File: config.mk
export PLATFORM = sky130hd
export DESIGN_NAME = board_io_ctrl
export DESIGN_NICKNAME = d
export VERILOG_FILES = /design/src/rtl/board_pkg.sv /design/src/rtl/key_debounce.sv /design/src/rtl/board_io_ctrl.sv
export SDC_FILE = /design/constraint.sdc
export NUM_CORES = 1
export LEC_CHECK = 0
export BUFFER_PORTS_ARGS = -buffer_cell sky130_fd_sc_hd__buf_2
export CORE_MARGIN = 3
export CORE_UTILIZATION = 45
export DETAILED_ROUTE_END_ITERATION = 12
export GPL_TIMING_DRIVEN = 1
export PLACE_DENSITY_LB_ADDON = 0.15
export SYNTH_ARGS = -nofsm -noshare
export SYNTH_HDL_FRONTEND = slang
export SYNTH_SLANG_ARGS = --single-unit
File: constraint.sdc
create_clock -name clk_i -period 5.1 [get_ports clk_i]
set_clock_uncertainty 0.1 [all_clocks]
set_input_delay 0.51 -clock clk_i [delete_from_list [all_inputs] [get_ports clk_i]]
set_output_delay 0.51 -clock clk_i [all_outputs]
set_load 0.03 [all_outputs]
File: src/rtl/board_pkg.sv
// -----------------------------------------------------------------------------
// board_pkg
// Shared board-level types and constants.
//   rst_state_t    : reset sequencer states (WAIT_LOCK, RUN)
//   BOARD_KEYS_W   : default number of key inputs on the board tops
//   BOARD_LEDS_W   : default number of LED outputs on the board tops
// -----------------------------------------------------------------------------
package board_pkg;

  typedef enum logic {
    WAIT_LOCK = 1'b0,
    RUN       = 1'b1
  } rst_state_t;

  localparam int BOARD_KEYS_W = 2;
  localparam int BOARD_LEDS_W = 6;

endpackage

File: src/rtl/key_debounce.sv
// -----------------------------------------------------------------------------
// key_debounce
// One key: pad synchroniser, polarity fix, debounce counter, debounced level
// and one-cycle press/release pulses.
// Ports:
//   clk_i       in  : clock
//   rst_n_i     in  : asynchronous active-low reset
//   clr_i       in  : hold level, counter and pulses at 0 (game reset active)
//   key_raw_i   in  : raw key pad
//   key_o       out : debounced level, 1 = pressed
//   pressed_o   out : one-cycle pulse on accepted press
//   released_o  out : one-cycle pulse on accepted release
// -----------------------------------------------------------------------------
module key_debounce
  import board_pkg::*;
#(
  parameter int SYNC_STAGES     = 2,
  parameter int DEBOUNCE_CYCLES = 252000,
  parameter bit ACTIVE_LOW      = 1'b1
) (
  input  logic clk_i,
  input  logic rst_n_i,
  input  logic clr_i,
  input  logic key_raw_i,
  output logic key_o,
  output logic pressed_o,
  output logic released_o
);

  localparam int CNT_W = $clog2(DEBOUNCE_CYCLES + 1);
  localparam logic [CNT_W-1:0] CNT_LAST = CNT_W'(DEBOUNCE_CYCLES - 1);

  logic [SYNC_STAGES-1:0] r_sync;
  logic [CNT_W-1:0]       r_cnt;
  logic                   r_key;
  logic                   r_pressed;
  logic                   r_released;
  logic                   w_k_s;

  // The synchroniser resets to the idle pad level so that leaving reset
  // never looks like a key edge. It keeps running while clr_i is high.
  always_ff @(posedge clk_i or negedge rst_n_i) begin
    if (!rst_n_i) begin
      r_sync <= {SYNC_STAGES{ACTIVE_LOW}};
    end else begin
      r_sync <= {r_sync[SYNC_STAGES-2:0], key_raw_i};
    end
  end

  assign w_k_s = r_sync[SYNC_STAGES-1] ^ ACTIVE_LOW;

  always_ff @(posedge clk_i or negedge rst_n_i) begin
    if (!rst_n_i) begin
      r_cnt      <= '0;
      r_key      <= 1'b0;
      r_pressed  <= 1'b0;
      r_released <= 1'b0;
    end else if (clr_i) begin
      r_cnt      <= '0;
      r_key      <= 1'b0;
      r_pressed  <= 1'b0;
      r_released <= 1'b0;
    end else begin
      r_pressed  <= 1'b0;
      r_released <= 1'b0;
      if (w_k_s == r_key) begin
        // Any return to the accepted level restarts the stability window.
        r_cnt <= '0;
      end else if (r_cnt == CNT_LAST) begin
        r_key      <= w_k_s;
        r_cnt      <= '0;
        r_pressed  <= w_k_s;
        r_released <= ~w_k_s;
      end else begin
        r_cnt <= r_cnt + 1'b1;
      end
    end
  end

  assign key_o      = r_key;
  assign pressed_o  = r_pressed;
  assign released_o = r_released;

endmodule

File: src/rtl/board_io_ctrl.sv
// -----------------------------------------------------------------------------
// board_io_ctrl
// Board reset sequencer and I/O conditioner between pins/PLL and game_top.
// Ports:
//   clk_i            in  : pixel clock
//   rst_n_i          in  : asynchronous active-low board button reset
//   pll_lock_i       in  : PLL lock, asynchronous to clk_i
//   keys_raw_i       in  : raw key pads
//   leds_i           in  : LED requests from the game, 1 = on
//   rst_o            out : synchronous active-high reset to game logic
//   keys_o           out : debounced key levels, 1 = pressed
//   keys_pressed_o   out : one-cycle pulses on accepted presses
//   keys_released_o  out : one-cycle pulses on accepted releases
//   leds_o           out : LED pads with polarity applied
// -----------------------------------------------------------------------------
module board_io_ctrl
  import board_pkg::*;
#(
  parameter int KEYS_W          = BOARD_KEYS_W,
  parameter int LEDS_W          = BOARD_LEDS_W,
  parameter bit KEYS_ACTIVE_LOW = 1'b1,
  parameter bit LEDS_ACTIVE_LOW = 1'b1,
  parameter int SYNC_STAGES     = 2,
  parameter int DEBOUNCE_CYCLES = 252000,
  parameter int RST_HOLD_CYCLES = 16
) (
  input  logic              clk_i,
  input  logic              rst_n_i,
  input  logic              pll_lock_i,
  input  logic [KEYS_W-1:0] keys_raw_i,
  input  logic [LEDS_W-1:0] leds_i,
  output logic              rst_o,
  output logic [KEYS_W-1:0] keys_o,
  output logic [KEYS_W-1:0] keys_pressed_o,
  output logic [KEYS_W-1:0] keys_released_o,
  output logic [LEDS_W-1:0] leds_o
);

  localparam int HOLD_W = $clog2(RST_HOLD_CYCLES + 1);
  localparam logic [HOLD_W-1:0] HOLD_LAST = HOLD_W'(RST_HOLD_CYCLES - 1);
  localparam logic [LEDS_W-1:0] LEDS_OFF  = {LEDS_W{LEDS_ACTIVE_LOW}};

  logic [SYNC_STAGES-1:0] r_lock_sync;
  logic                   w_lock_s;
  rst_state_t             r_state;
  logic [HOLD_W-1:0]      r_hold_cnt;
  logic                   r_rst;
  logic [LEDS_W-1:0]      r_leds;

  // PLL lock synchroniser.
  always_ff @(posedge clk_i or negedge rst_n_i) begin
    if (!rst_n_i) begin
      r_lock_sync <= '0;
    end else begin
      r_lock_sync <= {r_lock_sync[SYNC_STAGES-2:0], pll_lock_i};
    end
  end

  assign w_lock_s = r_lock_sync[SYNC_STAGES-1];

  // Reset sequencer: lock must be seen continuously for RST_HOLD_CYCLES
  // before the game leaves reset; any drop restarts the count.
  always_ff @(posedge clk_i or negedge rst_n_i) begin
    if (!rst_n_i) begin
      r_state    <= WAIT_LOCK;
      r_hold_cnt <= '0;
      r_rst      <= 1'b1;
    end else begin
      case (r_state)
        WAIT_LOCK: begin
          r_rst <= 1'b1;
          if (!w_lock_s) begin
            r_hold_cnt <= '0;
          end else if (r_hold_cnt == HOLD_LAST) begin
            r_state    <= RUN;
            r_hold_cnt <= '0;
            r_rst      <= 1'b0;
          end else begin
            r_hold_cnt <= r_hold_cnt + 1'b1;
          end
        end
        RUN: begin
          r_rst      <= 1'b0;
          r_hold_cnt <= '0;
          if (!w_lock_s) begin
            r_state <= WAIT_LOCK;
            r_rst   <= 1'b1;
          end
        end
        default: begin
          r_state    <= WAIT_LOCK;
          r_hold_cnt <= '0;
          r_rst      <= 1'b1;
        end
      endcase
    end
  end

  assign rst_o = r_rst;

  // LED pads: registered polarity conversion, dark while the game is reset.
  always_ff @(posedge clk_i or negedge rst_n_i) begin
    if (!rst_n_i) begin
      r_leds <= LEDS_OFF;
    end else if (r_rst) begin
      r_leds <= LEDS_OFF;
    end else begin
      r_leds <= leds_i ^ LEDS_OFF;
    end
  end

  assign leds_o = r_leds;

  genvar gi;
  generate
    for (gi = 0; gi < KEYS_W; gi++) begin : g_key
      key_debounce #(
        .SYNC_STAGES     (SYNC_STAGES),
        .DEBOUNCE_CYCLES (DEBOUNCE_CYCLES),
        .ACTIVE_LOW      (KEYS_ACTIVE_LOW)
      ) u_key (
        .clk_i      (clk_i),
        .rst_n_i    (rst_n_i),
        .clr_i      (r_rst),
        .key_raw_i  (keys_raw_i[gi]),
        .key_o      (keys_o[gi]),
        .pressed_o  (keys_pressed_o[gi]),
        .released_o (keys_released_o[gi])
      );
    end
  endgenerate

endmodule

==> results.yml, run 1 <==
sta:
  finalSetupViolCount: 0
  finalHoldViolCount: 0
  fin_crit_sh_pct: 45.1
  timing.slew.headroom_pct: 34.0
  min_period_ps: 2300
  drv_slew: 0
  tns_ps: 0
  rsz0062_at_grt: "false"
  fmaxAchievable_mhz: 435
  worstMarginPinSlew_ps: 984
synth:
  ys_types: 35
  syn-num-nets: 270
  yosysWarnings: 0
  ys_seq_area_share_pct: 56.6
  syn_avg_cell_area_um2: 10.6
  synth_area_um2: 2720
  synthCells: 256
  ys_seq_elements: 61
grt:
  top_usage_layer: "met2"
  grtUsageMet2_pct: 22.8
  use_met3_pct: 4.74
  antenna_found_initial: 0
  grtUsageMet1_pct: 18.3
  first_global_vias: 1792
  grt_overflow: 0
  grtUsageTotal_pct: 14.3
  grt_max_degree: 62
  grt_pass1_wl_um: 8180
cells_and_area:
  fin_cells: 358
  num-nets-final: 295
  n_antenna_cell: 0
  register_area_um2: 1540
  fin_area_um2: 3090
  multi_input_area_um2: 1080
  post-route-util_pct: 54.4
  final_common_cell: "dfrtp_1"
  syn_to_final_growth_pct: 13.5
  final_cell_mix: "dfrtp_1 (50), nor2_1 (38), buf_2 (23)"
  drive_gt1_share_pct: 19.6
  fillCellCount: 495
critical_path:
  path_cells: "nor4b_1, nand4_1, o21ai_1, nor2_1"
  r2r_start: "g_key[1].u_key.r_cnt[5]"
  slowest_delay_ps: 830
  end_kind: "register"
  criticalPathCategory: "reg -> reg"
  cp.required_ps: 5170
  start_kind: "register"
  crit_arrival_ps: 2370
  r2r_setup_slack_ps: 2800
  crit_slowest_cell: "o21ai_1"
  critical_path.max_fanout: 14
  cp-startpoint: "g_key[1].u_key.r_cnt[5]"
  r2r.worst_path.cells: 4
  r2r-end: "g_key[1].u_key.r_cnt[16]"
clock_tree:
  post_cts_resize_count: 0
  cts.path.max_buffers: 2
  clkTransAtPathRegs_ps: 70
  cts_tree: "yes"
  postCtsHoldBufs: 0
  htreeDepth: 3
  clock-sinks: 61
  numCtsBuffers: 9
  clk-insertion-delay-late_ps: 330
  cts_setup_buffers: 0
  clock-root-buffer: "clkbuf_8"
place:
  io_buffers: 23
  gp_congestion: 0.754
  hpwl_um: 3180
  dpl_cell_area_um2: 2870
  dp.cells: 342
pwr:
  p_comb_share_pct: 1.8
  sequentialPowerShare_pct: 50.7
  total_leakage_power_nw: 1.23
  switching_share_pct: 20.7
  power.switching_uw: 201
  p_per_area_nw_per_um2: 314
  power.share.clock_pct: 47.5
  vdd_drop_max_uv: 209
  p_int_uw: 770
worst_hold_path:
  hold_depth: 1
  hold_end: "g_key[0].u_key.r_sync[0]"
  hold_path_class: "in -> reg"
  hp-start: "keys_raw_i[0]"
drt:
  drt.antenna.violating_nets: 0
  routedWlPerCell_um: 13.2
  remaining_drc_errors: 0
  via_per_inst: 5.17
  wirelength_um: 4710
  via_count: 1850
  drt_iter0_drc: 75
  firstDrtPassIters: 4
floorplanning:
  die_h_um: 83.8
  initial_core_util_pct: 47.9
  rows: 27
  die_area_um2: 7020
  ios: 24
  dieWidth_um: 83.8
  coreArea_um2: 5680
status:
  run_status: "complete, no violations"
job:
  cap_violations: 0
==> metal layers <==
metal  vias up  wire [um]
li1        933          -
met1       886       2280
met2        27       2190
met3         4        205
met4         0         39
met5         -          0
==> worst max-delay path, delay by kind of cell (launching register included) <==
| kind | cells | cell delay [ps] |
|---|---|---|
| AO/OA/AOI/OAI | 1 | 830 |
| flip-flops | 1 | 430 |
| AND/OR/NAND/NOR | 3 | 780 |
==> layout make-up <==
| class | count | share of cell area, % |
|---|---|---|
| well taps | 72 | 2.92 |
| clock buffers | 10 | 4.13 |
| multi-input cells | 174 | 34.8 |
| flip-flops and latches | 61 | 49.9 |
| inverters | 10 | 1.22 |
| clock inverters | 6 | 2.84 |
| repair buffers | 25 | 4.21 |
==> power by group through the flow <==
| stage | Clock (mW) | Combinational, mW | Sequential, mW |
|---|---|---|---|
| floorplan | 0 | 0.00415 | 0.501 |
| global route | 0.498 | 0.0206 | 0.493 |
| finish | 0.461 | 0.0177 | 0.492 |
| global placement | 0 | 0.0186 | 0.501 |
| CTS | 0.478 | 0.0187 | 0.492 |
| detailed placement | 0 | 0.0186 | 0.501 |
==> flip-flops by register name (all words and copies together) (netlist names) <==
| signal | cells |
|---|---|
| r_lock_sync | 2 |
| g_key.u_key.key_o | 2 |
| g_key.u_key.released_o | 2 |
| leds_o | 6 |
| g_key.u_key.r_sync | 4 |
| g_key.u_key.pressed_o | 2 |
| r_state | 1 |
| r_hold_cnt | 5 |
| rst_o | 1 |
| g_key.u_key.r_cnt | 36 |
==> Yosys cell counts <==
library cell	n	area, um2
a21o_1	1	7.51
a21oi_1	5	25.0
and2_1	2	12.5
and3_1	5	31.3
and4_1	3	26.3
and4b_1	1	10.0
buf_2	2	10.0
buf_4	6	45.0
clkbuf_1	2	7.51
clkbuf_2	1	5.00
dfrtp_1	50	1250
dfstp_2	11	289
ha_1	3	37.5
inv_1	10	37.5
nand2_1	9	33.8
nand2b_1	6	37.5
nand3_1	13	65.1
nand4_1	12	75.1
nand4_4	1	21.3
nor2_1	38	143
nor2b_1	1	6.26
nor3_1	8	40.0
nor4_1	13	81.3
nor4b_1	3	26.3
o21a_1	1	7.51
o21ai_0	6	30.0
o21bai_1	1	7.51
o221ai_1	2	17.5
o31ai_1	1	7.51
or2_2	2	12.5
or3_1	5	31.3
or4_2	1	8.76
or4_4	1	11.3
xnor2_1	19	166
xor2_1	11	96.3
==> how the worst max path moves through the flow <==
| stage | to | slack (ps) | cells past startpoint |
|---|---|---|---|
| floorplan | g_key[0].u_key.r_cnt[11] | 3250 | 6 |
| global placement | g_key[1].u_key.r_cnt[7] | 2770 | 4 |
| detailed placement | g_key[1].u_key.r_cnt[16] | 2740 | 4 |
| CTS | g_key[1].u_key.r_cnt[16] | 2760 | 4 |
| global route | g_key[1].u_key.r_cnt[7] | 2460 | 4 |
| finish | g_key[1].u_key.r_cnt[16] | 2800 | 4 |
==> cell families (layout without fill, tap and decap cells) <==
group,Yosys count,after routing,synth area share (%)
AND/OR/NAND/NOR,124,124,24.7
flip-flops,61,61,56.6
XOR/XNOR,30,30,9.66
buffers and inverters,21,51,3.86
AO/OA/AOI/OAI,17,17,3.77
adder cells (fa/ha/maj),3,3,1.38
==> per-stage QoR <==
stage	hold WS, ps	worst slack (ps)	power, mW
4_1_cts	158	2760	0.989
2_1_floorplan	114	3250	0.505
5_1_grt	145	2460	1.01
6_report	178	2800	0.971
3_5_place_dp	241	2740	0.520
3_3_place_gp	235	2770	0.520
Note: power is estimated with default switching activity, not from simulation.
==> run 2, diff against run 1 <==
--- a/config.mk
+++ b/config.mk
@@ -5,6 +5,7 @@
 export SDC_FILE = /design/constraint.sdc
 export NUM_CORES = 1
 export LEC_CHECK = 0
+export ABC_AREA = 1
 export BUFFER_PORTS_ARGS = -buffer_cell sky130_fd_sc_hd__buf_2
 export CORE_MARGIN = 3
 export CORE_UTILIZATION = 45
==> constraint.sdc (replaced) <==
create_clock -name clk_i -period 2.2 [get_ports clk_i]
set_clock_uncertainty 0.1 [all_clocks]
set_input_delay 0.22 -clock clk_i [delete_from_list [all_inputs] [get_ports clk_i]]
set_output_delay 0.22 -clock clk_i [all_outputs]
set_load 0.03 [all_outputs]
==> results.yml, run 2 <==
pwr:
  vdd_drop_max_uv: 392
  total_leakage_power_nw: 1.49
  p_per_area_nw_per_um2: 656
  power_mw: 2.31
synth:
  synth.top_cells.by_area: "dfrtp_1 (41%), nand2_1 (10%), nor2_1 (10%)"
  syn_avg_cell_area_um2: 8.11
  syn-num-nets: 389
  ys_seq_area_share_pct: 50.7
  synth_top_area_cell: "dfrtp_1"
  yosys.area.top_type_share_pct: 41.2
  ys_types: 27
  ys.flop_type: "dfrtp_1"
  synthCells: 375
  postSynth.asyncResetShare_pct: 100
  ys_seq_elements: 61
  synth_edf_count: 0
  synth_area_um2: 3040
  yosysWarnings: 0
  yosysMostFrequentCell: "nand2_1"
  ys_top_cells_by_count: "nand2_1 (83), nor2_1 (82), dfrtp_1 (50)"
sta:
  worstMarginPinSlew_ps: 428
  fmaxAchievable_mhz: 582
  tns_ps: 0
  timing.slew.headroom_pct: 71.5
  min_period_ps: 1720
  drv_slew: 0
  fin_crit_sh_pct: 78.1
  rsz0062_at_grt: "false"
  finalHoldViolCount: 0
  finalSetupViolCount: 0
critical_path:
  crit_arrival_ps: 1830
  start_kind: "register"
  critical_path.max_fanout: 12
  r2r-end: "g_key[0].u_key.r_cnt[11]"
  r2r_start: "g_key[0].u_key.r_cnt[0]"
  r2r_setup_slack_ps: 480
  cp.required_ps: 2310
  criticalPathCategory: "reg -> reg"
  r2r.worst_path.cells: 8
  end_kind: "register"
clock_tree:
  clock-sinks: 61
  cts_tree: "yes"
  htreeDepth: 3
  cts_setup_buffers: 0
  clk-insertion-delay-late_ps: 330
  postCtsHoldBufs: 10
  clock-root-buffer: "clkbuf_8"
  clkTransAtPathRegs_ps: 70
  numCtsBuffers: 9
  cts.path.max_buffers: 2
  post_cts_resize_count: 0
drt:
  highest_layer: "met4"
  via_per_inst: 4.69
  route.met3.wl_um: 216
  wl_met2_um: 2840
  wl_met1_um: 2600
  drt_iter0_drc: 96
  remaining_drc_errors: 0
  routedWlPerCell_um: 11.6
  firstDrtPassIters: 6
  drt.antenna.violating_nets: 0
  via_count: 2318
  wirelength_um: 5710
floorplanning:
  ios: 24
  die_h_um: 88.2
  coreArea_um2: 6460
  dieWidth_um: 88.2
  die_area_um2: 7780
  initial_core_util_pct: 47.1
  rows: 29
place:
  gp_congestion: 0.875
  hpwl_um: 4120
  io_buffers: 23
cells_and_area:
  largest_register_ffs: 36
  drive_gt1_share_pct: 18.5
  n_antenna_cell: 0
  fillCellCount: 618
  final_common_cell: "nand2_1"
  syn_to_final_growth_pct: 15.8
  final_cell_mix: "nand2_1 (83), nor2_1 (82), dfrtp_1 (50)"
  largest_register: "g_key.u_key.r_cnt"
  num-nets-final: 426
worst_hold_path:
  hp-start: "r_lock_sync[0]"
  hold_depth: 0
  hold_end: "r_lock_sync[1]"
  hold_path_class: "reg -> reg"
grt:
  first_global_vias: 2303
  antenna_found_initial: 0
  grtUsageTotal_pct: 16.5
  grt_max_degree: 23
  grt_pass1_wl_um: 9980
  grt_overflow: 0
status:
  run_status: "complete, no violations"
job:
  cap_violations: 0
## run 2: cell types whose count changed after synthesis, moves of 13 or more
cell     before  now
xnor2_1      19    3
nor4_1       13    0
nor2_2        0   13
inv_1        10   43
nand2_1       9   83
nor2_1       38   82
## run 2: stage by stage
stage | worst slack, ps | std cells | area (um2) | util [%] | hold WS (ps)
final | 483 | 494 | 3520 | 54.5 | 249
after global routing | 338 | 494 | 3520 | 54.5 | 258
after CTS | 478 | 494 | 3520 | 54.5 | 252
after detailed placement | 486 | 468 | 3200 | 49.5 | 91.1
after global placement | 523 | 468 | 3200 | 49.5 | 82.7
after floorplan | 683 | 375 | 3040 | - | -176
## run 2: report_power, final
group / internal [mW] / switching [mW]
registers: 1.14 / 0.00558
logic: 0.0245 / 0.0319
clock network: 0.701 / 0.413
## run 2: critical path, cell delays in order, from the launching register on
cell and delay [ps]:
dfrtp_1 380, ha_1 210, nand2_2 90, nor2_4 180, nand3_2 100, nor2_2 130
nor2_4 60, inv_2 270, nor2_1 80
## run 2: how the worst max path moves through the flow
stage	startpoint	to	cells past startpoint
floorplan	g_key[0].u_key.r_cnt[0]	g_key[0].u_key.r_cnt[16]	9
global placement	g_key[0].u_key.r_cnt[0]	g_key[0].u_key.r_cnt[7]	8
detailed placement	g_key[0].u_key.r_cnt[0]	g_key[0].u_key.r_cnt[11]	8
CTS	g_key[0].u_key.r_cnt[0]	g_key[0].u_key.r_cnt[11]	8
global route	g_key[1].u_key.r_cnt[0]	g_key[1].u_key.r_cnt[11]	8
finish	g_key[0].u_key.r_cnt[0]	g_key[0].u_key.r_cnt[11]	8
## run 2: per-layer routing
metal / track usage (%) / up-vias
met2: 27.1 / 49
met3: 3.86 / 8
li1: - / 1217
met1: 20.8 / 1044
met4: 7.28 / 0
met5: 0 / -
## run 2: logic make-up (layout without fill, tap and decap cells)
family	Yosys count	count (layout)	synth area share [%]
adder cells (fa/ha/maj)	3	3	1.23
AO/OA/AOI/OAI	11	11	2.02
buffers and inverters	55	97	8.02
AND/OR/NAND/NOR	228	228	33.2
flip-flops	61	61	50.7
XOR/XNOR	17	17	4.90
## run 2: layout make-up
class	count	area [um2]	area share (%)
Sequential cell	61	1540	43.7
Clock buffer	13	159	4.51
Timing Repair Buffer	35	230	6.54
Tap cell	77	96.3	2.74
Inverter	46	173	4.90
Multi-Input combinational cell	259	1260	35.7
Clock inverter	3	67.6	1.92
